--- src/rtl/ibex_bloom_pkg.sv ---
// Shared types and the key hash for the EX-stage Bloom-filter sequencer.
package ibex_bloom_pkg;

  typedef enum logic [4:0] {
    OP_INSERT = 5'd1,
    OP_CHECK  = 5'd2,
    OP_CLEAR  = 5'd3
  } bloom_op_e;

  typedef enum logic [2:0] {
    S_IDLE = 3'd0,
    S_RD   = 3'd1,
    S_CHK  = 3'd2,
    S_WR   = 3'd3,
    S_CLR  = 3'd4,
    S_RESP = 3'd5
  } bloom_state_e;

  localparam logic [31:0] BloomGolden = 32'h9E3779B9;

  // Bit index for hash k, returned in the low idx_w bits (upper bits zero).
  function automatic logic [31:0] bloom_hash(input logic [31:0] key,
                                             input logic [31:0] seed,
                                             input logic [2:0]  k,
                                             input int          idx_w);
    logic [4:0]  w_sh;
    logic [31:0] w_rot;
    logic [31:0] w_h;
    w_sh  = {k[1:0], 3'b000};
    w_rot = (seed << w_sh) | (seed >> (6'd32 - {1'b0, w_sh}));
    w_h   = key ^ w_rot ^ ((BloomGolden * {29'd0, k}) + BloomGolden);
    return (w_h ^ (w_h >> (32 - idx_w))) & ((32'd1 << idx_w) - 32'd1);
  endfunction

endpackage

--- src/rtl/ibex_bloom_ctrl.sv ---
// Bloom-filter op sequencer: hashes the key and runs read-modify-write or
// clear sweeps on an external single-port bit-array RAM.
module ibex_bloom_ctrl
  import ibex_bloom_pkg::*;
#(
  parameter int unsigned NumBits   = 1024,
  parameter int unsigned WordW     = 32,
  parameter int unsigned NumHashes = 3,
  parameter int unsigned CntW      = 16
) (
  input  logic                                  clk_i,
  input  logic                                  rst_i,
  input  logic                                  req_valid_i,
  output logic                                  req_ready_o,
  input  logic [4:0]                            req_op_i,
  input  logic [31:0]                           req_key_i,
  input  logic [31:0]                           req_seed_i,
  input  logic                                  flush_i,
  output logic                                  resp_valid_o,
  output logic [31:0]                           resp_result_o,
  output logic                                  resp_err_o,
  output logic                                  busy_o,
  output logic                                  mem_req_o,
  output logic                                  mem_we_o,
  output logic [$clog2(NumBits/WordW)-1:0]      mem_addr_o,
  output logic [WordW-1:0]                      mem_wdata_o,
  input  logic [WordW-1:0]                      mem_rdata_i,
  output logic [CntW-1:0]                       insert_cnt_o
);

  localparam int         AddrW = $clog2(NumBits / WordW);
  localparam int         BitW  = $clog2(WordW);
  localparam int         IdxW  = $clog2(NumBits);
  localparam logic [2:0] KLast = 3'(NumHashes - 1);

  bloom_state_e r_state;
  bloom_state_e w_state_next;
  logic [4:0]       r_op;
  logic [31:0]      r_key;
  logic [31:0]      r_seed;
  logic [2:0]       r_k;
  logic             r_hit;
  logic             r_err;
  logic [WordW-1:0] r_rdata;
  logic [AddrW-1:0] r_clr_addr;
  logic [CntW-1:0]  r_cnt;

  logic [IdxW-1:0]  w_idx;
  logic [AddrW-1:0] w_word;
  logic [BitW-1:0]  w_bit;
  logic             w_bit_set;
  logic             w_k_last;
  logic             w_clr_last;
  logic             w_accept;
  logic             w_is_lookup;

  assign w_idx       = IdxW'(bloom_hash(r_key, r_seed, r_k, IdxW));
  assign w_word      = w_idx[IdxW-1:BitW];
  assign w_bit       = w_idx[BitW-1:0];
  assign w_bit_set   = mem_rdata_i[w_bit];
  assign w_k_last    = (r_k == KLast);
  assign w_clr_last  = (r_clr_addr == {AddrW{1'b1}});
  assign w_accept    = (r_state == S_IDLE) & req_valid_i;
  assign w_is_lookup = (r_op == OP_INSERT) | (r_op == OP_CHECK);

  // Next-state decode; flush only kills the hash/RMW states.
  always_comb begin
    w_state_next = r_state;
    case (r_state)
      S_IDLE: begin
        if (req_valid_i) begin
          case (req_op_i)
            OP_INSERT, OP_CHECK: w_state_next = S_RD;
            OP_CLEAR:            w_state_next = S_CLR;
            default:             w_state_next = S_RESP;
          endcase
        end else begin
          w_state_next = S_IDLE;
        end
      end
      S_RD: begin
        if (flush_i) w_state_next = S_IDLE;
        else         w_state_next = S_CHK;
      end
      S_CHK: begin
        if (flush_i)                         w_state_next = S_IDLE;
        else if (r_op == OP_INSERT)          w_state_next = S_WR;
        else if (!w_bit_set || w_k_last)     w_state_next = S_RESP;
        else                                 w_state_next = S_RD;
      end
      S_WR: begin
        if (flush_i)       w_state_next = S_IDLE;
        else if (w_k_last) w_state_next = S_RESP;
        else               w_state_next = S_RD;
      end
      S_CLR: begin
        if (w_clr_last) w_state_next = S_RESP;
        else            w_state_next = S_CLR;
      end
      S_RESP:  w_state_next = S_IDLE;
      default: w_state_next = S_IDLE;
    endcase
  end

  // State, request latch, hash progress, clear sweep and insert counter.
  always_ff @(posedge clk_i) begin
    if (rst_i) begin
      r_state    <= S_IDLE;
      r_op       <= 5'd0;
      r_key      <= 32'd0;
      r_seed     <= 32'd0;
      r_k        <= 3'd0;
      r_hit      <= 1'b0;
      r_err      <= 1'b0;
      r_rdata    <= {WordW{1'b0}};
      r_clr_addr <= {AddrW{1'b0}};
      r_cnt      <= {CntW{1'b0}};
    end else begin
      r_state <= w_state_next;
      if (w_accept) begin
        r_op       <= req_op_i;
        r_key      <= req_key_i;
        r_seed     <= req_seed_i;
        r_k        <= 3'd0;
        r_hit      <= 1'b1;
        r_clr_addr <= {AddrW{1'b0}};
        r_err      <= !((req_op_i == OP_INSERT) || (req_op_i == OP_CHECK) ||
                        (req_op_i == OP_CLEAR));
      end
      if ((r_state == S_CHK) && !flush_i) begin
        r_hit   <= r_hit & w_bit_set;
        r_rdata <= mem_rdata_i;
      end
      if ((w_state_next == S_RD) && (r_state != S_IDLE)) begin
        r_k <= r_k + 3'd1;
      end
      if (r_state == S_CLR) begin
        r_clr_addr <= r_clr_addr + AddrW'(1);
      end
      // A completed CLEAR wins over the counter; the two cannot coincide anyway.
      if ((r_state == S_CLR) && w_clr_last) begin
        r_cnt <= {CntW{1'b0}};
      end else if ((r_state == S_RESP) && (r_op == OP_INSERT) &&
                   (r_cnt != {CntW{1'b1}})) begin
        r_cnt <= r_cnt + CntW'(1);
      end
    end
  end

  assign req_ready_o   = (r_state == S_IDLE);
  assign busy_o        = (r_state != S_IDLE);
  assign mem_req_o     = (((r_state == S_RD) || (r_state == S_WR)) && !flush_i) ||
                         (r_state == S_CLR);
  assign mem_we_o      = ((r_state == S_WR) && !flush_i) || (r_state == S_CLR);
  assign mem_addr_o    = (r_state == S_CLR) ? r_clr_addr :
                         ((r_state == S_RD) || (r_state == S_WR)) ? w_word :
                         {AddrW{1'b0}};
  assign mem_wdata_o   = (r_state == S_WR) ? (r_rdata | (WordW'(1) << w_bit)) :
                         {WordW{1'b0}};
  assign resp_valid_o  = (r_state == S_RESP);
  assign resp_err_o    = (r_state == S_RESP) & r_err;
  assign resp_result_o = {31'd0, (r_state == S_RESP) & w_is_lookup & r_hit};
  assign insert_cnt_o  = r_cnt;

endmodule
--- config.mk ---
export PLATFORM = sky130hd
export DESIGN_NAME = ibex_bloom_ctrl
export DESIGN_NICKNAME = d
export VERILOG_FILES = /design/src/rtl/ibex_bloom_pkg.sv /design/src/rtl/ibex_bloom_ctrl.sv
export SDC_FILE = /design/constraint.sdc
export NUM_CORES = 1
export LEC_CHECK = 0
export BUFFER_PORTS_ARGS = -buffer_cell sky130_fd_sc_hd__buf_2
export CORE_MARGIN = 4
export CORE_UTILIZATION = 50
export CTS_CLUSTER_DIAMETER = 120
export DETAILED_ROUTE_END_ITERATION = 8
export PLACE_DENSITY = 0.76
export SYNTH_ARGS = -nofsm -noshare
export SYNTH_HDL_FRONTEND = slang
export SYNTH_SLANG_ARGS = --single-unit
--- constraint.sdc ---
create_clock -name clk_i -period 12.17 [get_ports clk_i]
set_input_delay 3.0425 -clock clk_i [delete_from_list [all_inputs] [get_ports clk_i]]
set_output_delay 3.0425 -clock clk_i [all_outputs]
set_load 0.05 [all_outputs]
# Yosys cells after proc, flatten, opt, wreduce, memory -nomap -nowiden
# Index checks and enable logic that the tools add are counted.
[totals]
register_bits = 130
word_cells = 89
inputBits = 105
out_inout_bits = 91
[classes]
muxes = 21
n_mul = 1
order_cmp = 1
bitwise = 11
add_sub_neg = 5
n_eq_ne = 14
shifts = 3
n_reduce_logical = 23
[op_table]
columns = ["op", "count"]
rows = [
  ["$or A32 B32 Y32", 2],
  ["$xor A32 B32 Y32", 2],
  ["$add A32 B32 Y32 const B", 1],
  ["$mul A32 B3 Y32 const A", 1],
  ["$mux W32", 1],
  ["$shl A1 B5 Y32 const A", 1],
  ["$shl A32 B5 Y32", 1],
  ["$shr A32 B6 Y32", 1],
  ["$mux W3", 8],
  ["$mux W5", 4],
  ["$add A16 B1 Y16 const B", 1],
  ["$ne A16 B16 Y1 const B", 1],
  ["$eq A5 B2 Y1 const B", 3],
  ["$pmux W3 S5", 1],
  ["$eq A5 B1 Y1 const B", 2],
  ["$xor A10 B10 Y10", 1],
  ["$eq A3 B2 Y1 const B", 3],
  ["$logic_and A1 B1 Y1", 7],
  ["$eq A3 B1 Y1 const B", 2],
  ["$eq A3 B3 Y1 const B", 2],
  ["$logic_or A1 B1 Y1", 6],
  ["$lt A5 B6 Y1 const B", 1],
  ["$pmux W3 S2", 1],
  ["$reduce_bool A2 Y1", 3],
  ["other kinds (13)", 23],
]

# Longest topological paths before layout
# Gate-level depths: netlist (run 1).
[logic_depth]
ltp_word = 17
ltp_mapped = 20

# Worst setup path before layout (run 1)
# OpenSTA, ideal clock, no wires.
[synth_timing]
path_kind = "register to output"
start = "register r_k[1]"
end = "output port mem_addr_o[2]"
path_buffers = 2
t_arrival_ns = 4.705
t_required_ns = 9.127
stages_incl_launch_ff = 19
setup_slack_ns = 4.423
path_cell_list = "dfxtp_1 -> buf_6 -> inv_1 -> ha_1 -> clkbuf_1 -> xor2_1 -> xnor2_1 -> ha_1 -> nand2_1 -> nor2_1 -> a31oi_1 -> nor4_1 -> o2111ai_1 -> a2111oi_4 -> a21o_1 -> a21o_1 -> a21oi_1 -> xnor2_1 -> o21ai_0"
[synth_between]
elab_chain_len = 8
elab_cells_between_ends = 11
classes_between = "2 x add/sub; 1 x mul; 2 x shift; 2 x mux; 4 x bitwise"
[synth_rtl]
columns = ["element", "line", "rtl"]
rows = [
  ["start, declared", "ibex_bloom_ctrl.sv:41", "logic [2:0] r_k;"],
  ["start signal, assigned", "ibex_bloom_ctrl.sv:135", "r_k <= r_k + 3'd1;"],
  ["branches (longest 4 deep; another with $mul A32 B3 Y32)", "-", ""],
  ["$xor A32 B32 Y32 *", "ibex_bloom_pkg.sv:31", "w_h = key ^ w_rot ^ ((BloomGolden * {29'd0, k}) + BloomGolden);"],
  ["$xor A10 B10 Y10 *", "ibex_bloom_pkg.sv:32", "return (w_h ^ (w_h >> (32 - idx_w))) & ((32'd1 << idx_w) - 32'd1);"],
  ["$mux W5 *", "ibex_bloom_ctrl.sv:156", "((r_state == S_RD) || (r_state == S_WR)) ? w_word :"],
  ["$mux W5 *", "ibex_bloom_ctrl.sv:155", "assign mem_addr_o = (r_state == S_CLR) ? r_clr_addr :"],
  ["end, declared", "ibex_bloom_ctrl.sv:25", "output logic [$clog2(NumBits/WordW)-1:0] mem_addr_o,"],
]
# Mark *: on every way between the ends.

# Worst setup path after layout (run 1)
[layout_timing]
start = "register r_k[1]"
end = "output port mem_wdata_o[26]"
[layout_between]
elab_chain_len = 9
elab_cells_between_ends = 12
classes_between = "2 x add/sub; 1 x mul; 3 x shift; 1 x mux; 5 x bitwise"
[layout_rtl]
columns = ["element", "line", "rtl"]
rows = [
  ["branches (longest 4 deep; another with $mul A32 B3 Y32)", "-", ""],
  ["$xor A32 B32 Y32 *", "ibex_bloom_pkg.sv:31", ""],
  ["$xor A10 B10 Y10 *", "ibex_bloom_pkg.sv:32", ""],
  ["$shl A1 B5 Y32 *", "ibex_bloom_ctrl.sv:158", "assign mem_wdata_o = (r_state == S_WR) ? (r_rdata | (WordW'(1) << w_bit)) :"],
  ["$or A32 B32 Y32 *", "ibex_bloom_ctrl.sv:158", ""],
  ["$mux W32 *", "ibex_bloom_ctrl.sv:158", ""],
  ["end, declared", "ibex_bloom_ctrl.sv:26", "output logic [WordW-1:0] mem_wdata_o,"],
]
# Marked as above.

==> results.toml, run 1 <==
[run_status]
outcome = "completed"

[pwr]
power_leakage_nw = 3.63
power_mw = 1.25
power.density_cell_area_nw_per_um2 = 140
max-vdd-ir-drop_uv = 93.5

[cts]
tritoncts = "done"
ctsRootBufferMaster = "sky130_fd_sc_hd__clkbuf_16"
cts_post_setup_buffers_inserted = 0
ctsLongestPathBuffers = 2
path_clk_slew_ns = 0.06
cts_resized = 0
cts_made_buffers = 17
clkSinkCount = 118
htreeDepth = 4
count_of_hold_buffers_inserted_by_post_cts_repair = 0
clk_latency_ns = 0.42

[timing]
max-slew-margin-rel_pct = 26.0
timing.final.setup_violations = 0
fin_crit_share_pct = 71.0
slew_viol_final = 0
hold_ws_ns = 0.453
fin_worst_skew_ns = 0.00737
hold_viol = 0
layout_min_cycle_time_ns = 8.64
tns_ns = 0
fmax_mhz = 116
unrepaired_setup_endpoints_after_global_routing = "false"
timing_worst_slew_pin_value_ns = 1.10

[synth]
synth-edff-count = 0
register_bit_count_reported_by_yosys = 118
yosys_warnings = 0
top_cells_by_area_synth = "sky130_fd_sc_hd__dfxtp_1, sky130_fd_sc_hd__nand2_1, sky130_fd_sc_hd__a21oi_1, sky130_fd_sc_hd__xnor2_1, sky130_fd_sc_hd__ha_1"
synthesis.area_per_instance_um2 = 7.80
synth_async_sr_flop_share_pct = 0
synth_cell_types = 79
ys_dominant_reg_cell = "sky130_fd_sc_hd__dfxtp_1"
synth_seq_area_share_pct = 31.0
synthDominantCellAreaShare_pct = 31.0
syn-cell-area_um2 = 7630
synth_area_leader_cell = "sky130_fd_sc_hd__dfxtp_1"
synth_cells = 979

[route]
wl_met2_um = 9440
final_antenna_violating_net_count = 0
wl_met1_um = 9380
detailedRoute.firstPassIterationCount = 7
wirelength_um = 20900
met3_wirelength_um = 1550
via_count = 7232
route.detailed.vias_per_inst = 5.58
dr.first_iter.drc_count = 685
routedWlPerCell_um = 16.1
drt_drc_violations_left = 0
route.top_layer_used = "met4"

[setup_path]
crit_slowest_cell = "sky130_fd_sc_hd__xor3_2"
crit-reg2reg-launch = "r_k[1]$_SDFFE_PP0P_"
critical-path-top-cell-by-count = "sky130_fd_sc_hd__ha_1"
endpoint = "mem_wdata_o[26]"
criticalPathCategory = "reg -> out"
crit_path_start = "r_k[1]$_SDFFE_PP0P_"
worstRegToRegCells = 17
critPathRequiredTime_ns = 9.13
max_incr_delay_on_cp_ns = 0.74
crit_path_cell_trace = "buf_4, inv_1, ha_1, xor2_1, xnor2_1, ha_1, a21o_1, nand4b_4, o221ai_1, nand2_2, xor3_2, and2_1, and2b_1, a21oi_1, nor2_1, buf_2"
critPathArrivalTime_ns = 5.60
reg2reg_to = "r_state[2]$_SDFF_PP0_"
start_kind = "flip-flop"
r2r_slack_ns = 6.47
timing.critical_path.fanout_max = 27
timing.critical_path.to_type = "output port"

[floorplanning]
floorplan.core_area_um2 = 14800
initial_utilization_pct = 51.7
ios = 196
die_height_um = 132
dieWidth_um = 132
row_count = 44
dieArea_um2 = 17300

[cells_and_area]
synthesis_to_finish_area_growth_pct = 16.8
fillerInstances = 1336
antenna_diode_count = 0
layout_common_cells = "sky130_fd_sc_hd__nand2_1, sky130_fd_sc_hd__buf_2, sky130_fd_sc_hd__a21oi_1"
ff_latch_area_um2 = 2360
finish.utilization_pct = 60.4
num-nets-final = 1235
most_common_library_cell_in_the_layout_ignoring_fill_and_taps = "sky130_fd_sc_hd__nand2_1"
final_layout_size_suffix_gt1_share_pct = 20.0
multi_input_gate_area_um2 = 4840

[min_path]
hold_path.class = "reg -> reg"

[global_routing]
grt_remaining_overflow = 0
first_global_vias = 6903
groute.usage.overall_pct = 23.7
grt_first_pass_wirelength_um = 34200
grt_antenna_before_repair = 0
grt_start_max_net_pins = 104

[run]
timing.max_cap.violations = 0

[placement]
routability_congestion = 0.952
portBuffers = 152
dp_hpwl_um = 14800
-- metal layers --
metal | up-vias | GRT usage [%]
li1 | 3554 | -
met1 | 3340 | 31.6
met2 | 290 | 37.4
met3 | 48 | 5.50
met4 | 0 | 9.22
met5 | - | 0
-- how the worst min path moves through the flow --
stage                              from  cells past startpoint                  endpoint
3_3_place_gp    r_rdata[5]$_SDFFE_PP0P_                      2   r_rdata[5]$_SDFFE_PP0P_
4_1_cts        r_rdata[11]$_SDFFE_PP0P_                      2  r_rdata[11]$_SDFFE_PP0P_
5_1_grt        r_rdata[20]$_SDFFE_PP0P_                      2  r_rdata[20]$_SDFFE_PP0P_
3_5_place_dp   r_rdata[11]$_SDFFE_PP0P_                      2  r_rdata[11]$_SDFFE_PP0P_
6_report           r_op[2]$_SDFFE_PP0P_                      2      r_op[2]$_SDFFE_PP0P_
2_1_floorplan      r_op[3]$_SDFFE_PP0P_                      2      r_op[3]$_SDFFE_PP0P_
-- logic make-up (layout without fill, tap and decap cells) --
family / Yosys count / count (layout) / share of synthesized area, %
muxes: 35 / 35 / 6.39
adders and majority gates: 29 / 29 / 5.05
and+or+nand+nor: 383 / 383 / 22.1
DFF: 118 / 118 / 31.0
AOI/OAI and AO/OA: 237 / 237 / 18.9
xor gates and xnor gates: 74 / 74 / 9.38
other: 1 / 31 / 0.0491
buffers and inverters: 102 / 206 / 7.23
-- flip-flops by register name (all words and copies together), names as in the netlist --
signal        count
insert_cnt_o     16
r_seed           32
r_op              5
r_key            20
r_k               3
r_rdata          32
r_err             1
r_hit             1
r_state           3
r_clr_addr        5
-- stage by stage --
step           setup WS, ns  std cells  instance area, um2
5_1_grt                3.20       1297                8910
2_1_floorplan          4.42       1009                7740
3_3_place_gp           4.12       1266                8300
4_1_cts                3.58       1297                8910
3_5_place_dp           4.07       1266                8300
6_report               3.53       1297                8910
-- cell usage after synthesis, drive strengths merged (3+ instances only) --
| cell type | instances |
|---|---|
| nand2 | 218 |
| a21oi | 148 |
| dfxtp | 118 |
| nor2 | 74 |
| xnor2 | 48 |
| clkbuf | 43 |
| buf | 41 |
| o21ai | 30 |
| ha | 26 |
| xor2 | 24 |
| nand3 | 20 |
| inv | 18 |
| mux2i | 18 |
| and2 | 14 |
| nor3 | 10 |
| a22oi | 9 |
| mux4 | 9 |
| mux2 | 8 |
| nand4 | 8 |
| a21o | 7 |
| a31oi | 6 |
| nor2b | 6 |
| a222oi | 5 |
| and3 | 5 |
| or3 | 5 |
| a221oi | 4 |
| and3b | 4 |
| nor4 | 4 |
| and2b | 3 |
| fa | 3 |
| or2 | 3 |
-- where the power goes --
| part | total [mW] | internal [mW] | switching, mW |
|---|---|---|---|
| sequential | 0.423 | 0.406 | 0.0176 |
| combinational | 0.296 | 0.105 | 0.191 |
| clock | 0.528 | 0.352 | 0.176 |
| total | 1.25 | 0.863 | 0.384 |
-- cell type report --
type / instances / area share (%)
timing repair buffer: 157 / 8.96
multi-input combinational: 789 / 54.3
tap: 184 / 2.58
clock buffer: 23 / 5.25
clock inverter: 8 / 1.66
inverter: 18 / 0.758
sequential: 118 / 26.5
-- critical path: cells and delay by family (launching register included) --
kind            cells  cell delay [ns]
fa+ha+maj           2             0.95
xor+xnor            3             1.19
flops               1             0.30
buf+inv             3             0.92
simple gates        5             1.03
compound gates      3             0.78
No activity file was read; power rests on OpenSTA's default activity.
==> run 2, diff against run 1 <==
- ABC_AREA: default -> 1
- clock period: 12.17 -> 8.2 ns (I/O delays scaled with it)
==> run 2 against run 1 <==
Against the previous run:
- synthesized area is 4.1% higher
- first-iteration DRC count up 17%
- cell count rose by 18%
- sequential share of layout area down 0.65 points
- hold slack lost 0.0012 ns
- non-clock buffer count unchanged
- register-to-register slack lost 3.3 ns
- combinational power is 110% higher
- sequential power is 48% higher
- core utilization decreased by 0.93 points
- count of clock-buffer cells in the layout shrank 3
- setup slack got worse by 2.6 ns
- highest routed layer unchanged
==> results.toml, run 2 <==
[run_status]
outcome = "completed"

[setup_path]
endpoint = "mem_wdata_o[28]"
worstRegToRegCells = 27
timing.critical_path.fanout_max = 24
r2r_slack_ns = 3.16
crit_family = "simple AND/OR/NAND/NOR gates"
crit_path_cell_trace = "inv_2, ha_1, xor2_1, xor2_1, ha_1, a21oi_1, nand2_1, clkinv_1, nor2_2, nand2_2, inv_1, nor2_1, nand3_2, nand2_4, nand2_1, nor3_1, a21oi_1, nor2_1, buf_2"
start_kind = "flip-flop"
timing.critical_path.to_type = "output port"
crit_path_start = "r_k[2]$_SDFFE_PP0P_"
timing.critical_path.depth = 19
critPathArrivalTime_ns = 5.21
crit-reg2reg-launch = "r_k[2]$_SDFFE_PP0P_"
max_incr_delay_on_cp_ns = 0.68
critPathRequiredTime_ns = 6.15
reg2reg_to = "r_k[0]$_SDFFE_PP0P_"
critPathBufInv = 4
criticalPathCategory = "reg -> out"
crit_slowest_cell = "sky130_fd_sc_hd__dfxtp_1"

[cells_and_area]
ff_latch_area_um2 = 2360
post_layout_nonfiller_instances = 1525
num-nets-final = 1435
most_common_library_cell_in_the_layout_ignoring_fill_and_taps = "sky130_fd_sc_hd__nand2_1"
antenna_diode_count = 0
fillerInstances = 1502
final_layout_size_suffix_gt1_share_pct = 17.7
top_regs = "r_rdata (32), r_seed (32), r_key (20)"
multi_input_gate_area_um2 = 4610
synthesis_to_finish_area_growth_pct = 15.0
layout_common_cells = "sky130_fd_sc_hd__nand2_1, sky130_fd_sc_hd__a21oi_1, sky130_fd_sc_hd__buf_2"
finish.utilization_pct = 59.5

[global_routing]
first_global_vias = 7451
grt_antenna_before_repair = 0
grt_start_max_net_pins = 94
grt_remaining_overflow = 0
groute.usage.overall_pct = 25.0
grt_first_pass_wirelength_um = 36700

[floorplanning]
die_height_um = 134
dieWidth_um = 134
ios = 196
row_count = 45
floorplan.core_area_um2 = 15400
dieArea_um2 = 18000
initial_utilization_pct = 51.7

[placement]
minimum_setup_slack_after_placement_ns = 1.46
portBuffers = 152
dp_hpwl_um = 16500
routability_congestion = 0.935
place.detailed.instances = 1493

[timing]
tns_ns = 0
fmax_mhz = 138
unrepaired_setup_endpoints_after_global_routing = "false"
hold_viol = 0
fin_crit_share_pct = 88.5
max-slew-margin-rel_pct = 18.0
layout_setup_ws_ns = 0.943
timing.final.setup_violations = 0
fin_worst_skew_ns = 0.00788
layout_min_cycle_time_ns = 7.26
slew_viol_final = 0
hold_ws_ns = 0.452
timing_worst_slew_pin_value_ns = 1.23

[pwr]
max-vdd-ir-drop_uv = 207
power_leakage_nw = 4.04
power.density_cell_area_nw_per_um2 = 213

[synth]
synth_area_leader_cell = "sky130_fd_sc_hd__dfxtp_1"
register_bit_count_reported_by_yosys = 118
synth_seq_area_share_pct = 29.7
top_cells_by_area_synth = "sky130_fd_sc_hd__dfxtp_1, sky130_fd_sc_hd__nand2_1, sky130_fd_sc_hd__a21oi_1, sky130_fd_sc_hd__o21ai_0, sky130_fd_sc_hd__inv_1"
synthesis.area_per_instance_um2 = 6.73
synth_async_sr_flop_share_pct = 0
synth_cells = 1181
ys_dominant_reg_cell = "sky130_fd_sc_hd__dfxtp_1"
yosys_warnings = 0
synth_cell_types = 51
netlist_top_cells_count = "sky130_fd_sc_hd__nand2_1, sky130_fd_sc_hd__a21oi_1, sky130_fd_sc_hd__inv_1"
synthDominantCellAreaShare_pct = 29.7
syn-cell-area_um2 = 7950
synthMostInstantiatedCell = "sky130_fd_sc_hd__nand2_1"
synth-edff-count = 0

[route]
final_antenna_violating_net_count = 0
routedWlPerCell_um = 15.1
dr.first_iter.drc_count = 802
wirelength_um = 23100
route.detailed.vias_per_inst = 5.32
drt_drc_violations_left = 0
detailedRoute.firstPassIterationCount = 5
via_count = 8114

[min_path]
hold_path.class = "reg -> reg"
hp-start = "r_op[4]$_SDFFE_PP0P_"

[cts]
cts_made_buffers = 17
cts_post_setup_buffers_inserted = 0
ctsLongestPathBuffers = 2
clkSinkCount = 118
ctsRootBufferMaster = "sky130_fd_sc_hd__clkbuf_16"
count_of_hold_buffers_inserted_by_post_cts_repair = 0
htreeDepth = 4
clk_latency_ns = 0.42
cts_resized = 0
path_clk_slew_ns = 0.06
tritoncts = "done"

[run]
timing.max_cap.violations = 0
[run 2: cell count changes after synthesis, sizes merged, moves of 10 or more]
cell / change
inv: +124
nand3b: +10
and2: -14
xnor2: -26
o21ai: +86
nand3: +47
buf: +10
nor3: +17
xor2: +11
a21oi: +21
mux2i: -18
nand2: +24
[run 2: layer usage]
layer / share of wire (%) / up-vias / track usage (%)
met5: 0 / - / 0
met4: 1.2 / 0 / 6.50
met3: 7.3 / 26 / 3.79
met2: 46 / 291 / 39.8
met1: 46 / 3728 / 35.7
li1: - / 4069 / -
[run 2: kinds of logic after synthesis]
| family | count (synthesis) | share of synthesized area, % |
|---|---|---|
| buf+inv | 232 | 13.7 |
| flops | 118 | 29.7 |
| other cells | 1 | 0.0472 |
| compound gates | 319 | 21.5 |
| simple gates | 425 | 23.7 |
| xor+xnor | 57 | 6.47 |
| fa+ha+maj | 29 | 4.85 |
[run 2: worst min-delay path by stage]
stage,to,depth (start not counted)
final,r_op[4]$_SDFFE_PP0P_,2
after CTS,r_op[4]$_SDFFE_PP0P_,2
after global routing,r_rdata[31]$_SDFFE_PP0P_,2
after global placement,r_op[4]$_SDFFE_PP0P_,2
after floorplan,r_rdata[11]$_SDFFE_PP0P_,2
after detailed placement,r_op[4]$_SDFFE_PP0P_,2
[run 2: worst reg2reg max path: stages (launching register included)]
cell                       delay [ns]
sky130_fd_sc_hd__dfxtp_1         0.68
sky130_fd_sc_hd__inv_2           0.23
sky130_fd_sc_hd__ha_1            0.50
sky130_fd_sc_hd__xor2_1          0.26
sky130_fd_sc_hd__xor2_1          0.30
sky130_fd_sc_hd__ha_1            0.37
sky130_fd_sc_hd__a21oi_1         0.39
sky130_fd_sc_hd__nand2_1         0.16
sky130_fd_sc_hd__clkinv_1        0.09
sky130_fd_sc_hd__nor2_2          0.05
sky130_fd_sc_hd__nand2_2         0.07
sky130_fd_sc_hd__inv_1           0.04
sky130_fd_sc_hd__nor2_1          0.11
sky130_fd_sc_hd__nand3_2         0.23
sky130_fd_sc_hd__nand2_4         0.30
sky130_fd_sc_hd__nand2_1         0.09
sky130_fd_sc_hd__o21ai_1         0.13
sky130_fd_sc_hd__nand2_1         0.08
sky130_fd_sc_hd__nand2_1         0.06
sky130_fd_sc_hd__nand2_1         0.04
sky130_fd_sc_hd__nand3_1         0.10
sky130_fd_sc_hd__nand3_2         0.12
sky130_fd_sc_hd__nand3_1         0.10
sky130_fd_sc_hd__nand2_1         0.07
sky130_fd_sc_hd__nand2_1         0.08
sky130_fd_sc_hd__nand2_2         0.08
sky130_fd_sc_hd__nand3_1         0.09
sky130_fd_sc_hd__a21oi_1         0.07
[run 2: power by group]
| part | switching [mW] | total, mW | leakage [nW] | internal (mW) |
|---|---|---|---|---|
| Sequential | 0.0214 | 0.628 | 0.963 | 0.607 |
| Combinational | 0.433 | 0.613 | 2.82 | 0.180 |
| Clock | 0.297 | 0.703 | 0.260 | 0.406 |
| Total | 0.751 | 1.94 | 4.04 | 1.19 |
[run 2: cell type report]
class                           count  share of cell area, %
Multi-Input combinational cell    861                   50.5
Sequential cell                   118                   25.9
Timing Repair Buffer              157                   8.73
Inverter                          146                   6.05
Clock buffer                       20                   5.00
Tap cell                          211                   2.89
Clock inverter                     12                   1.01
[run 2: through the flow]
step	area, um2	power, mW
after floorplan	8060	1.13
after global placement	8590	1.23
after detailed placement	8590	1.24
after CTS	9140	1.94
after global routing	9140	2.04
final	9140	1.94
==> run 3, diff against run 2 <==
- ABC_AREA: 1 -> 0
- SETUP_SLACK_MARGIN: default -> 0.5
==> run 3 against run 2 <==
Against the previous run:
- register-to-register slack got worse by 0.35 ns
- via count fell by 10%
- sequential share of layout area rose by 0.88 points
- non-clock buffer count rose by 1
- core utilization rose by 0.41 points
- total power fell by 11%
- highest routed layer unchanged
- critical path type unchanged
- maximum frequency fell by 1.5%
- global-route usage fell by 1.6 points
==> results.toml, run 3 (same netlist as run 1, synthesis figures left out) <==
[timing]
fmax_mhz = 136
timing_worst_slew_pin_value_ns = 1.19
max-slew-margin-rel_pct = 20.1
slew_viol_final = 0
fin_worst_skew_ns = 0.0107
unrepaired_setup_endpoints_after_global_routing = "false"
timing.final.setup_violations = 0
hold_viol = 0
hold_ws_ns = 0.451
tns_ns = 0
layout_min_cycle_time_ns = 7.37
fin_crit_share_pct = 89.8

[min_path]
min_delay_path_depth = 2
hold_path.class = "reg -> reg"

[pwr]
max-vdd-ir-drop_uv = 141
power_mw = 1.72
power_leakage_nw = 3.59
power.density_cell_area_nw_per_um2 = 195

[setup_path]
critPathBufInv = 4
critPathArrivalTime_ns = 5.32
timing.critical_path.fanout_max = 10
critPathRequiredTime_ns = 6.15
criticalPathCategory = "reg -> out"
r2r_slack_ns = 2.81
crit_slowest_cell = "sky130_fd_sc_hd__dfxtp_1"
timing.critical_path.to_type = "output port"
max_incr_delay_on_cp_ns = 0.57
start_kind = "flip-flop"
timing.critical_path.depth = 15
crit_path_cell_trace = "inv_1, fa_1, inv_1, ha_1, inv_1, o21ai_1, a31oi_1, nor4_1, o2111ai_1, a2111oi_4, xor2_2, and2_1, a21oi_1, nor2_1, buf_2"
worstRegToRegCells = 16
crit_family = "compound AO/OA/AOI/OAI gates"
critical-path-top-cell-by-count = "sky130_fd_sc_hd__inv_1"

[cells_and_area]
layout_common_cells = "sky130_fd_sc_hd__nand2_1, sky130_fd_sc_hd__buf_2, sky130_fd_sc_hd__a21oi_1"
antenna_diode_count = 0
most_common_library_cell_in_the_layout_ignoring_fill_and_taps = "sky130_fd_sc_hd__nand2_1"
num-nets-final = 1236
multi_input_gate_area_um2 = 4850
ff_latch_area_um2 = 2360
post_layout_nonfiller_instances = 1298
fillerInstances = 1362
synthesis_to_finish_area_growth_pct = 15.7
top_regs = "r_rdata (32), r_seed (32), r_key (20)"
final_layout_size_suffix_gt1_share_pct = 20.3

[route]
dr.first_iter.drc_count = 600
via_count = 7279
wirelength_um = 20800
detailedRoute.firstPassIterationCount = 5
route.detailed.vias_per_inst = 5.61
final_antenna_violating_net_count = 0
routedWlPerCell_um = 16.0
drt_drc_violations_left = 0

[cts]
ctsLongestPathBuffers = 2
cts_made_buffers = 17
clkSinkCount = 118
tritoncts = "done"
htreeDepth = 4
clk_latency_ns = 0.42
path_clk_slew_ns = 0.05
ctsRootBufferMaster = "sky130_fd_sc_hd__clkbuf_16"

[global_routing]
grt_busiest_layer = "met2"
globalRouteMet3Util_pct = 7.57
gr-usage-met2_pct = 36.1
grt_remaining_overflow = 0
groute.usage.overall_pct = 23.4
grt_start_max_net_pins = 104
grt_first_pass_wirelength_um = 33500
grt.met1_usage_pct = 31.0
first_global_vias = 6626
grt_antenna_before_repair = 0

[placement]
place.detailed.instances = 1267
routability_congestion = 0.925
dp_hpwl_um = 15000
portBuffers = 152

[floorplanning]
ios = 196
initial_utilization_pct = 51.7
dieWidth_um = 132
die_height_um = 132
row_count = 44
floorplan.core_area_um2 = 14800
dieArea_um2 = 17300

[run]
timing.max_cap.violations = 0

[run_status]
outcome = "completed"
[run 3: changes by cell type in the layout (fill, tap and decap cells not counted), moves of 9 or more]
cell	previous run	this run
sky130_fd_sc_hd__a21oi_1	168	145
sky130_fd_sc_hd__and2_1	0	11
sky130_fd_sc_hd__inv_1	130	17
sky130_fd_sc_hd__inv_2	10	1
sky130_fd_sc_hd__mux2i_1	0	18
sky130_fd_sc_hd__nand2_1	231	216
sky130_fd_sc_hd__nand3_1	59	20
sky130_fd_sc_hd__nand3b_1	11	1
sky130_fd_sc_hd__nor2_1	62	73
sky130_fd_sc_hd__nor3_1	27	9
sky130_fd_sc_hd__o21ai_0	102	26
sky130_fd_sc_hd__xnor2_1	22	46
sky130_fd_sc_hd__xor2_1	33	21
[run 3: stage by stage]
| stage | util [%] | cell area, um2 | worst slack (ns) |
|---|---|---|---|
| floorplan | - | 7740 | 1.45 |
| global placement | 56.3 | 8300 | 1.24 |
| detailed placement | 56.3 | 8300 | 1.23 |
| CTS | 59.8 | 8820 | 0.747 |
| global route | 59.9 | 8830 | 0.547 |
| finish | 59.9 | 8830 | 0.834 |
[run 3: worst paths after layout]
kind                            start                  endpoint
min          r_rdata[17]$_SDFFE_PP0P_  r_rdata[17]$_SDFFE_PP0P_
min reg2reg  r_rdata[17]$_SDFFE_PP0P_  r_rdata[17]$_SDFFE_PP0P_
max               r_k[2]$_SDFFE_PP0P_           mem_wdata_o[19]
max reg2reg       r_k[2]$_SDFFE_PP0P_     r_state[2]$_SDFF_PP0_
[run 3: worst reg2reg max path, delay by kind of cell, from the launching register on]
| kind | cells | cell delay, ns |
|---|---|---|
| adder cells (fa/ha/maj) | 2 | 0.88 |
| buffers and inverters | 1 | 0.28 |
| AO/OA/AOI/OAI | 6 | 1.73 |
| AND/OR/NAND/NOR | 3 | 0.44 |
| flip-flops | 1 | 0.57 |
| XOR/XNOR | 3 | 1.09 |
| multiplexers | 1 | 0.34 |
[run 3: per-layer routing]
metal | part of all wire, % | vias up
met5 | 0 | -
li1 | - | 3541
met4 | 2.5 | 0
met2 | 44 | 353
met3 | 8.8 | 45
met1 | 44 | 3340
[run 3: power by group]
| group | internal [mW] | leakage [nW] | total [mW] | switching [mW] |
|---|---|---|---|---|
| Clock | 0.398 | 0.253 | 0.654 | 0.256 |
| Combinational | 0.157 | 2.38 | 0.439 | 0.282 |
| Sequential | 0.602 | 0.960 | 0.628 | 0.0262 |
| Total | 1.16 | 3.59 | 1.72 | 0.565 |
[run 3: cell type report]
class / instances / area share, %
multi-input cells: 789 / 54.9
flip-flops and latches: 118 / 26.7
repair buffers: 158 / 9.12
clock buffers: 23 / 5.30
well taps: 184 / 2.61
inverters: 18 / 0.765
clock inverters: 8 / 0.595
[run 3: timing repair]
item,in CTS,in global routing
hold buffers,0,0
buffers inserted,0,0
setup endpoints to repair,0,12
resized for setup,0,3
